File: src/rtl/ps2_tx.sv
// PS/2 host-to-device transmitter with a Wishbone register pair (TXDR/TXCSR).
// Sends one byte per TXDR write using the host request-to-send sequence,
// checks the device acknowledge and reports completion through READY/ERR/irq.
module ps2_tx #(
    parameter int CLKFREQ     = 50000000,
    parameter int INHIBIT_US  = 100,
    parameter int START_TO_US = 15000,
    parameter int FRAME_TO_US = 2000,
    parameter int FILT        = 8
) (
    input  logic        wb_clk_i,
    input  logic        wb_rst_i,
    input  logic [15:0] wb_adr_i,
    input  logic [15:0] wb_dat_i,
    output logic [15:0] wb_dat_o,
    input  logic        wb_cyc_i,
    input  logic        wb_stb_i,
    input  logic        wb_we_i,
    input  logic [1:0]  wb_sel_i,
    output logic        wb_ack_o,
    output logic        irq,
    input  logic        iack,
    input  logic        ps2_clk_i,
    input  logic        ps2_data_i,
    output logic        ps2_clk_oe,
    output logic        ps2_data_oe,
    output logic        busy
);

    localparam int          CYC_PER_US = CLKFREQ / 1000000;
    localparam logic [31:0] INH_CYC    = 32'(INHIBIT_US * CYC_PER_US);
    localparam logic [31:0] START_CYC  = 32'(START_TO_US * CYC_PER_US);
    localparam logic [31:0] FRAME_CYC  = 32'(FRAME_TO_US * CYC_PER_US);
    localparam int          FW         = $clog2(FILT + 1);

    typedef enum logic [2:0] {
        S_IDLE, S_INHIBIT, S_STARTBIT, S_START, S_SEND, S_ACK, S_WAITIDLE, S_FINISH
    } state_t;

    // Odd parity bit for a byte: 1 when the byte holds an even number of ones.
    function automatic logic odd_parity(input logic [7:0] b);
        return ~^b;
    endfunction

    state_t      state, state_n;
    logic [31:0] tmr, tmr_n;
    logic [3:0]  bit_n, bit_n_n;
    logic        data_oe, data_oe_n;
    logic        err_evt;

    logic        clk_sync_p0, clk_sync_p1, data_sync_p0, data_sync_p1;
    logic        clk_f, data_f, clk_f_d, fall;
    logic [FW-1:0] clk_cnt, data_cnt;

    logic [7:0]  txdr;
    logic        ready, ie, err, ack, req_seen;
    logic        req, wr_first, wr_txdr, wr_csr, tx_go;
    logic        irq_set, irq_clr;
    logic        unused_bits;

    assign unused_bits = ^{wb_adr_i[15:2], wb_adr_i[0], wb_dat_i[14:8], wb_sel_i[1]};

    // Two-flop synchronizers followed by the consecutive-sample glitch filters
    always_ff @(posedge wb_clk_i) begin
        if (wb_rst_i) begin
            clk_sync_p0  <= 1'b1;
            clk_sync_p1  <= 1'b1;
            data_sync_p0 <= 1'b1;
            data_sync_p1 <= 1'b1;
            clk_f        <= 1'b1;
            data_f       <= 1'b1;
            clk_f_d      <= 1'b1;
            clk_cnt      <= '0;
            data_cnt     <= '0;
        end else begin
            clk_sync_p0  <= ps2_clk_i;
            clk_sync_p1  <= clk_sync_p0;
            data_sync_p0 <= ps2_data_i;
            data_sync_p1 <= data_sync_p0;
            clk_f_d      <= clk_f;
            if (clk_sync_p1 == clk_f) begin
                clk_cnt <= '0;
            end else if (clk_cnt == FW'(FILT - 1)) begin
                clk_f   <= clk_sync_p1;
                clk_cnt <= '0;
            end else begin
                clk_cnt <= clk_cnt + FW'(1);
            end
            if (data_sync_p1 == data_f) begin
                data_cnt <= '0;
            end else if (data_cnt == FW'(FILT - 1)) begin
                data_f   <= data_sync_p1;
                data_cnt <= '0;
            end else begin
                data_cnt <= data_cnt + FW'(1);
            end
        end
    end

    assign fall = clk_f_d & ~clk_f;

    // Bus decode: a write acts only on the first cycle of a strobe
    assign req      = wb_cyc_i & wb_stb_i;
    assign wr_first = req & ~req_seen & wb_we_i;
    assign wr_txdr  = wr_first & ~wb_adr_i[1];
    assign wr_csr   = wr_first & wb_adr_i[1];
    assign tx_go    = wr_txdr & wb_sel_i[0] & ready;

    // Registered single-cycle acknowledge per strobe
    always_ff @(posedge wb_clk_i) begin
        if (wb_rst_i) begin
            ack      <= 1'b0;
            req_seen <= 1'b0;
        end else begin
            ack      <= req & ~req_seen;
            req_seen <= req;
        end
    end

    assign wb_ack_o = ack;
    assign wb_dat_o = wb_adr_i[1] ? {err, 7'b0, ready, ie, 6'b0} : {8'b0, txdr};

    // Frame sequencer next-state, bit presentation and timeout decisions
    always_comb begin
        state_n   = state;
        tmr_n     = tmr + 32'd1;
        bit_n_n   = bit_n;
        data_oe_n = data_oe;
        err_evt   = 1'b0;
        case (state)
            S_IDLE: begin
                tmr_n = '0;
                if (tx_go) state_n = S_INHIBIT;
            end
            S_INHIBIT: begin
                // Last inhibit cycle overlaps the start bit, so clock is held INH_CYC in total
                if (tmr == INH_CYC - 32'd2) begin
                    data_oe_n = 1'b1;
                    state_n   = S_STARTBIT;
                end
            end
            S_STARTBIT: begin
                tmr_n   = '0;
                state_n = S_START;
            end
            S_START: begin
                if (fall) begin
                    data_oe_n = ~txdr[0];
                    bit_n_n   = 4'd1;
                    tmr_n     = '0;
                    state_n   = S_SEND;
                end else if (tmr == START_CYC - 32'd1) begin
                    err_evt   = 1'b1;
                    data_oe_n = 1'b0;
                    state_n   = S_FINISH;
                end
            end
            S_SEND: begin
                if (tmr == FRAME_CYC - 32'd1) begin
                    err_evt   = 1'b1;
                    data_oe_n = 1'b0;
                    state_n   = S_FINISH;
                end else if (fall) begin
                    if (bit_n < 4'd8) begin
                        data_oe_n = ~txdr[bit_n[2:0]];
                        bit_n_n   = bit_n + 4'd1;
                    end else if (bit_n == 4'd8) begin
                        data_oe_n = ~odd_parity(txdr);
                        bit_n_n   = 4'd9;
                    end else begin
                        data_oe_n = 1'b0;
                        state_n   = S_ACK;
                    end
                end
            end
            S_ACK: begin
                if (tmr == FRAME_CYC - 32'd1) begin
                    err_evt   = 1'b1;
                    data_oe_n = 1'b0;
                    state_n   = S_FINISH;
                end else if (fall) begin
                    err_evt = data_f;
                    state_n = S_WAITIDLE;
                end
            end
            S_WAITIDLE: begin
                if (tmr == FRAME_CYC - 32'd1) begin
                    err_evt   = 1'b1;
                    data_oe_n = 1'b0;
                    state_n   = S_FINISH;
                end else if (clk_f && data_f) begin
                    state_n = S_FINISH;
                end
            end
            S_FINISH: begin
                data_oe_n = 1'b0;
                state_n   = S_IDLE;
            end
            default: begin
                data_oe_n = 1'b0;
                state_n   = S_IDLE;
            end
        endcase
    end

    // Frame sequencer state register
    always_ff @(posedge wb_clk_i) begin
        if (wb_rst_i) begin
            state   <= S_IDLE;
            tmr     <= '0;
            bit_n   <= '0;
            data_oe <= 1'b0;
        end else begin
            state   <= state_n;
            tmr     <= tmr_n;
            bit_n   <= bit_n_n;
            data_oe <= data_oe_n;
        end
    end

    assign ps2_clk_oe  = (state == S_INHIBIT) || (state == S_STARTBIT);
    assign ps2_data_oe = data_oe;

    assign irq_set = ((state == S_FINISH) && ie) ||
                     (wr_csr && wb_sel_i[0] && wb_dat_i[6] && !ie && ready);
    assign irq_clr = iack || (wr_csr && wb_sel_i[0] && !wb_dat_i[6]) || tx_go;

    // Status bits, data register and interrupt request; set events win over clears
    always_ff @(posedge wb_clk_i) begin
        if (wb_rst_i) begin
            txdr  <= '0;
            ready <= 1'b1;
            busy  <= 1'b0;
            ie    <= 1'b0;
            err   <= 1'b0;
            irq   <= 1'b0;
        end else begin
            if (tx_go) begin
                txdr  <= wb_dat_i[7:0];
                ready <= 1'b0;
                busy  <= 1'b1;
                err   <= 1'b0;
            end
            if (state_n == S_FINISH) busy <= 1'b0;
            if (state == S_FINISH) ready <= 1'b1;
            if (wr_csr) begin
                if (wb_sel_i[0]) ie <= wb_dat_i[6];
                if (!wb_dat_i[15]) err <= 1'b0;
            end
            if (err_evt) err <= 1'b1;
            if (irq_set) begin
                irq <= 1'b1;
            end else if (irq_clr) begin
                irq <= 1'b0;
            end
        end
    end

endmodule

File: config.mk
export PLATFORM = sky130hd
export DESIGN_NAME = ps2_tx
export DESIGN_NICKNAME = d
export VERILOG_FILES = /design/src/rtl/ps2_tx.sv
export SDC_FILE = /design/constraint.sdc
export NUM_CORES = 1
export LEC_CHECK = 0
export ABC_AREA = 0
export ABC_CLOCK_PERIOD_IN_PS = 4800
export CAP_MARGIN = 20
export CORE_MARGIN = 4
export CORE_UTILIZATION = 35
export DETAILED_ROUTE_END_ITERATION = 10
export PLACE_DENSITY = 0.67
export SYNTH_ARGS = -nofsm -noshare
export SYNTH_HDL_FRONTEND = slang
export SYNTH_SLANG_ARGS = --single-unit
File: constraint.sdc
create_clock -name wb_clk_i -period 4.8 [get_ports wb_clk_i]
set_input_delay 0.96 -clock wb_clk_i [delete_from_list [all_inputs] [get_ports wb_clk_i]]
set_output_delay 0.96 -clock wb_clk_i [all_outputs]
set_load 0.05 [all_outputs]
==> impl_table.tex <==
\begin{tabular}{lr}
\hline
Metric & Value \\
\hline
\multicolumn{2}{l}{\textbf{Drt}} \\
Starting DRT DRC Count & 120 \\
Via count & 2,786 \\
Post-detailed-route DRC marker count & 0 \\
Drt wl/cell & 12.11 microns \\
Detailed Route WL & just under 7 mm \\
Average via count per standard cell & slightly below 5 \\
Count of antenna-violating nets left after detailed routing & 0 \\
Initial DRT Pass Iterations & 4 \\
\multicolumn{2}{l}{\textbf{Placed design}} \\
Final GP Congestion & 0.7725 \\
Count of input and output buffers & 32 \\
Placed wire-length estimate after detailed placement & 5.032 mm \\
Post-Place Worst Slack & 1052 ps \\
Cell area after placement & approximately 0.0039 sq mm \\
\multicolumn{2}{l}{\textbf{Critical path}} \\
Critical path class & primary input to output port \\
RR Startpoint & tmr[0] \\
Sort of element at the start of the critical path & primary input \\
Worst endpoint required time & about 3800 ps \\
Reg-to-reg endpoint & busy \\
Number of cell instances on the worst register-to-register path & 7 \\
CP endpoint kind & output port \\
Maximum net fanout on the critical path & 13 \\
Register-to-register setup slack & 2290 ps \\
Worst endpoint data arrival time & 2790 ps \\
Termination of the worst setup path & wb\_dat\_o[6] \\
Startpoint of the most critical setup path & wb\_adr\_i[1] \\
\multicolumn{2}{l}{\textbf{Floorplan}} \\
Number of rows in the core area & 36 \\
Boundary Pins & 63 \\
Die Span X & between 100 and 150 microns \\
Area of the die & $\sim$0.012 sq mm \\
Initial standard-cell utilization of the core & 0.3584 \\
Floorplan Core Area & 0.009774 sq mm \\
Floorplan die height & 108.0 microns \\
\multicolumn{2}{l}{\textbf{Yosys}} \\
Synth cell types & slightly below 60 \\
Synth top area share & 0.4000 \\
Proportion of synthesized flip-flops having asynchronous set or reset & 0 \\
Synth area leader & dfxtp\_1 \\
Primary FF master, synth & dfxtp\_1 \\
Proportion of synthesized chip area in sequential cells & 0.4000 \\
Synthesized cell area & 0.003503 sq mm \\
Top area cells in the synthesized netlist & dfxtp\_1 40\%, nor2\_1 6.9\%, xnor2\_1 6.5\% \\
Syn Area/Cell & 8.650 sq um \\
EDFF count, synth & 0 \\
Gate count after technology mapping & 405 \\
Number of warnings reported in the yosys synthesis log & 0 \\
Post-synthesis register bit count & 70 \\
\multicolumn{2}{l}{\textbf{Power}} \\
Total power density per cell area & 281.4 mW/mm\^{}2 \\
Leak Pwr & 1.409 nW \\
VDD IR max & 177.0 uV \\
Total design power & 1.162 mW \\
\multicolumn{2}{l}{\textbf{STA}} \\
Final clock period utilization by the worst path & 0.7816 \\
Smallest hold slack & 412.0 ps \\
Final Hold Fails & 0 \\
Unrepaired setup endpoints after global routing & no \\
Post-route worst setup slack & about 1000 ps \\
Setup-violating endpoint count in the final report & 0 \\
Shortest period the worst path allows & 3752 ps \\
Fin Clk Skew & a little over 6 ps \\
Slew at the pin closest to its max-slew limit & 750.0 ps \\
Fmax & $\sim$270 MHz \\
Worst slew margin & 0.4993 \\
Sum of negative setup slack & 0 ps \\
Final max-slew violation count & 0 \\
\multicolumn{2}{l}{\textbf{Clock tree}} \\
Clock tree from TritonCTS & built \\
H-tree level count & 3 \\
Number of gates resized after CTS & 0 \\
Clock Pin Slew Worst Setup and Hold Paths & 70 ps \\
CTS Buffer Depth & 2 \\
Number of clock sinks & 70 \\
Setup bufs post-CTS & 0 \\
Clock latency of the later-clocked register in the worst-skew pair & 340 ps \\
Number of CTS-inserted buffers & 9 \\
CTS root buf & clkbuf\_8 \\
Hold Buf Count CTS & 0 \\
\multicolumn{2}{l}{\textbf{GRT}} \\
Total track usage & 0.1230 \\
Antenna violations before repair & 0 \\
Maximum number of pins on one net before global-route repair & 36 \\
Wire length of the first global-routing pass & 11.69 mm \\
Vias in the first global route & roughly 2,700 \\
Remaining global-route overflow & 0 \\
\multicolumn{2}{l}{\textbf{Final layout}} \\
Area grow syn2layout & 17.86\% \\
Number of nets in the layout & 482 \\
Number of inserted diodes & 0 \\
Layout cell share with drive strength beyond 1 & 0.07973 \\
Fin area & just over 0.004 sq mm \\
Filler Cells Inserted & 970 \\
Multi-input logic area & 0.001966 sq mm \\
Area taken by flip-flops and latches & 0.001401 sq mm \\
\multicolumn{2}{l}{\textbf{Min path}} \\
Class of the most critical hold timing path & register to register \\
\multicolumn{2}{l}{\textbf{Flow run}} \\
Number of violations of the max-capacitance limit & 0 \\
\multicolumn{2}{l}{\textbf{Run status}} \\
Run status & finished, final reports clean \\
\hline
\end{tabular}
==> area by class of cell <==
cell class | instances | area share
Clock buffer | 12 | 0.03515
Clock inverter | 4 | 0.01697
Inverter | 14 | 0.01273
Multi-Input combinational cell | 306 | 0.4761
Sequential cell | 70 | 0.3394
Tap cell | 133 | 0.04030
Timing Repair Buffer | 33 | 0.07939
==> worst min-delay path by stage <==
stage	start	to	slack, ps	cells after the start
floorplan	clk_sync_p0	clk_sync_p1	390	1
global placement	data_sync_p0	data_sync_p1	400	1
detailed placement	data_sync_p0	data_sync_p1	400	1
CTS	data_sync_p0	data_sync_p1	410	1
global route	clk_sync_p0	clk_sync_p1	430	1
finish	data_sync_p0	data_sync_p1	410	1
==> cell families after synthesis <==
kind of cell             synth area share
buffers and inverters             0.04536
XOR/XNOR                           0.1050
other                            0.001070
AND/OR/NAND/NOR                    0.2832
flip-flops                         0.4000
multiplexers                      0.05393
AO/OA/AOI/OAI                     0.09000
adder cells (fa/ha/maj)           0.02143
==> cell usage in the layout (no fill, tap or decap), types with 6 or more instances in the layout <==
cell,netlist,layout
nand2b_1,8,8
mux2i_1,11,11
inv_1,14,14
conb_1,1,7
a21oi_1,13,13
nand4_1,10,10
dfxtp_1,70,70
nand2_1,27,27
nor2_1,64,64
clkdlybuf4s50_1,0,32
clkbuf_8,0,10
nor4_1,7,7
nor3_1,10,10
nand3_1,18,18
ha_1,6,6
nor2b_1,8,8
xnor2_1,26,26
xor2_1,16,16
o21ai_0,7,7
or2_2,6,6
==> cell usage after synthesis (3+ instances only) <==
| library cell | count |
|---|---|
| nand3b_1 | 4 |
| or2_2 | 6 |
| clkbuf_1 | 13 |
| and3_1 | 4 |
| xnor2_1 | 26 |
| nor2_1 | 64 |
| nor4_1 | 7 |
| nand2b_1 | 8 |
| ha_1 | 6 |
| nor2b_1 | 8 |
| buf_4 | 7 |
| nand2_1 | 27 |
| nor3_1 | 10 |
| nand4_1 | 10 |
| mux2_2 | 3 |
| or4_1 | 3 |
| nand3_1 | 18 |
| or3_1 | 4 |
| inv_1 | 14 |
| a21oi_1 | 13 |
| xor2_1 | 16 |
| dfxtp_1 | 70 |
| mux2i_1 | 11 |
| o21ai_0 | 7 |
==> worst max-delay path, cell delays in order <==
cell             delay (ps)
clkdlybuf4s50_1         740
mux2_2                  390
clkdlybuf4s50_1         700
==> routing by layer <==
layer,GRT usage,vias to the layer above,share of wire
met1,0.1436,1296,0.46
met5,0,-,0
met3,0.04000,7,0.037
met2,0.2180,41,0.49
li1,-,1442,-
met4,0.02976,0,0.0091
==> where the power goes <==
part,switching (mW),total (mW),internal [mW]
clock network,0.209,0.514,0.306
registers,0.00324,0.588,0.585
logic,0.0348,0.0598,0.0250
==> flip-flops by register name, indices dropped and copies added, names as in the netlist, 3 cells and up <==
register  flops
state         3
data_cnt      4
clk_cnt       4
bit_n         4
tmr          32
txdr          8
==> stage by stage <==
step,util,cells
after global routing,0.4224,572
after detailed placement,0.4004,556
after global placement,0.4004,556
final,0.4224,572
after floorplan,-,411
after CTS,0.4224,572
Note: power is estimated with default switching activity, not from simulation.
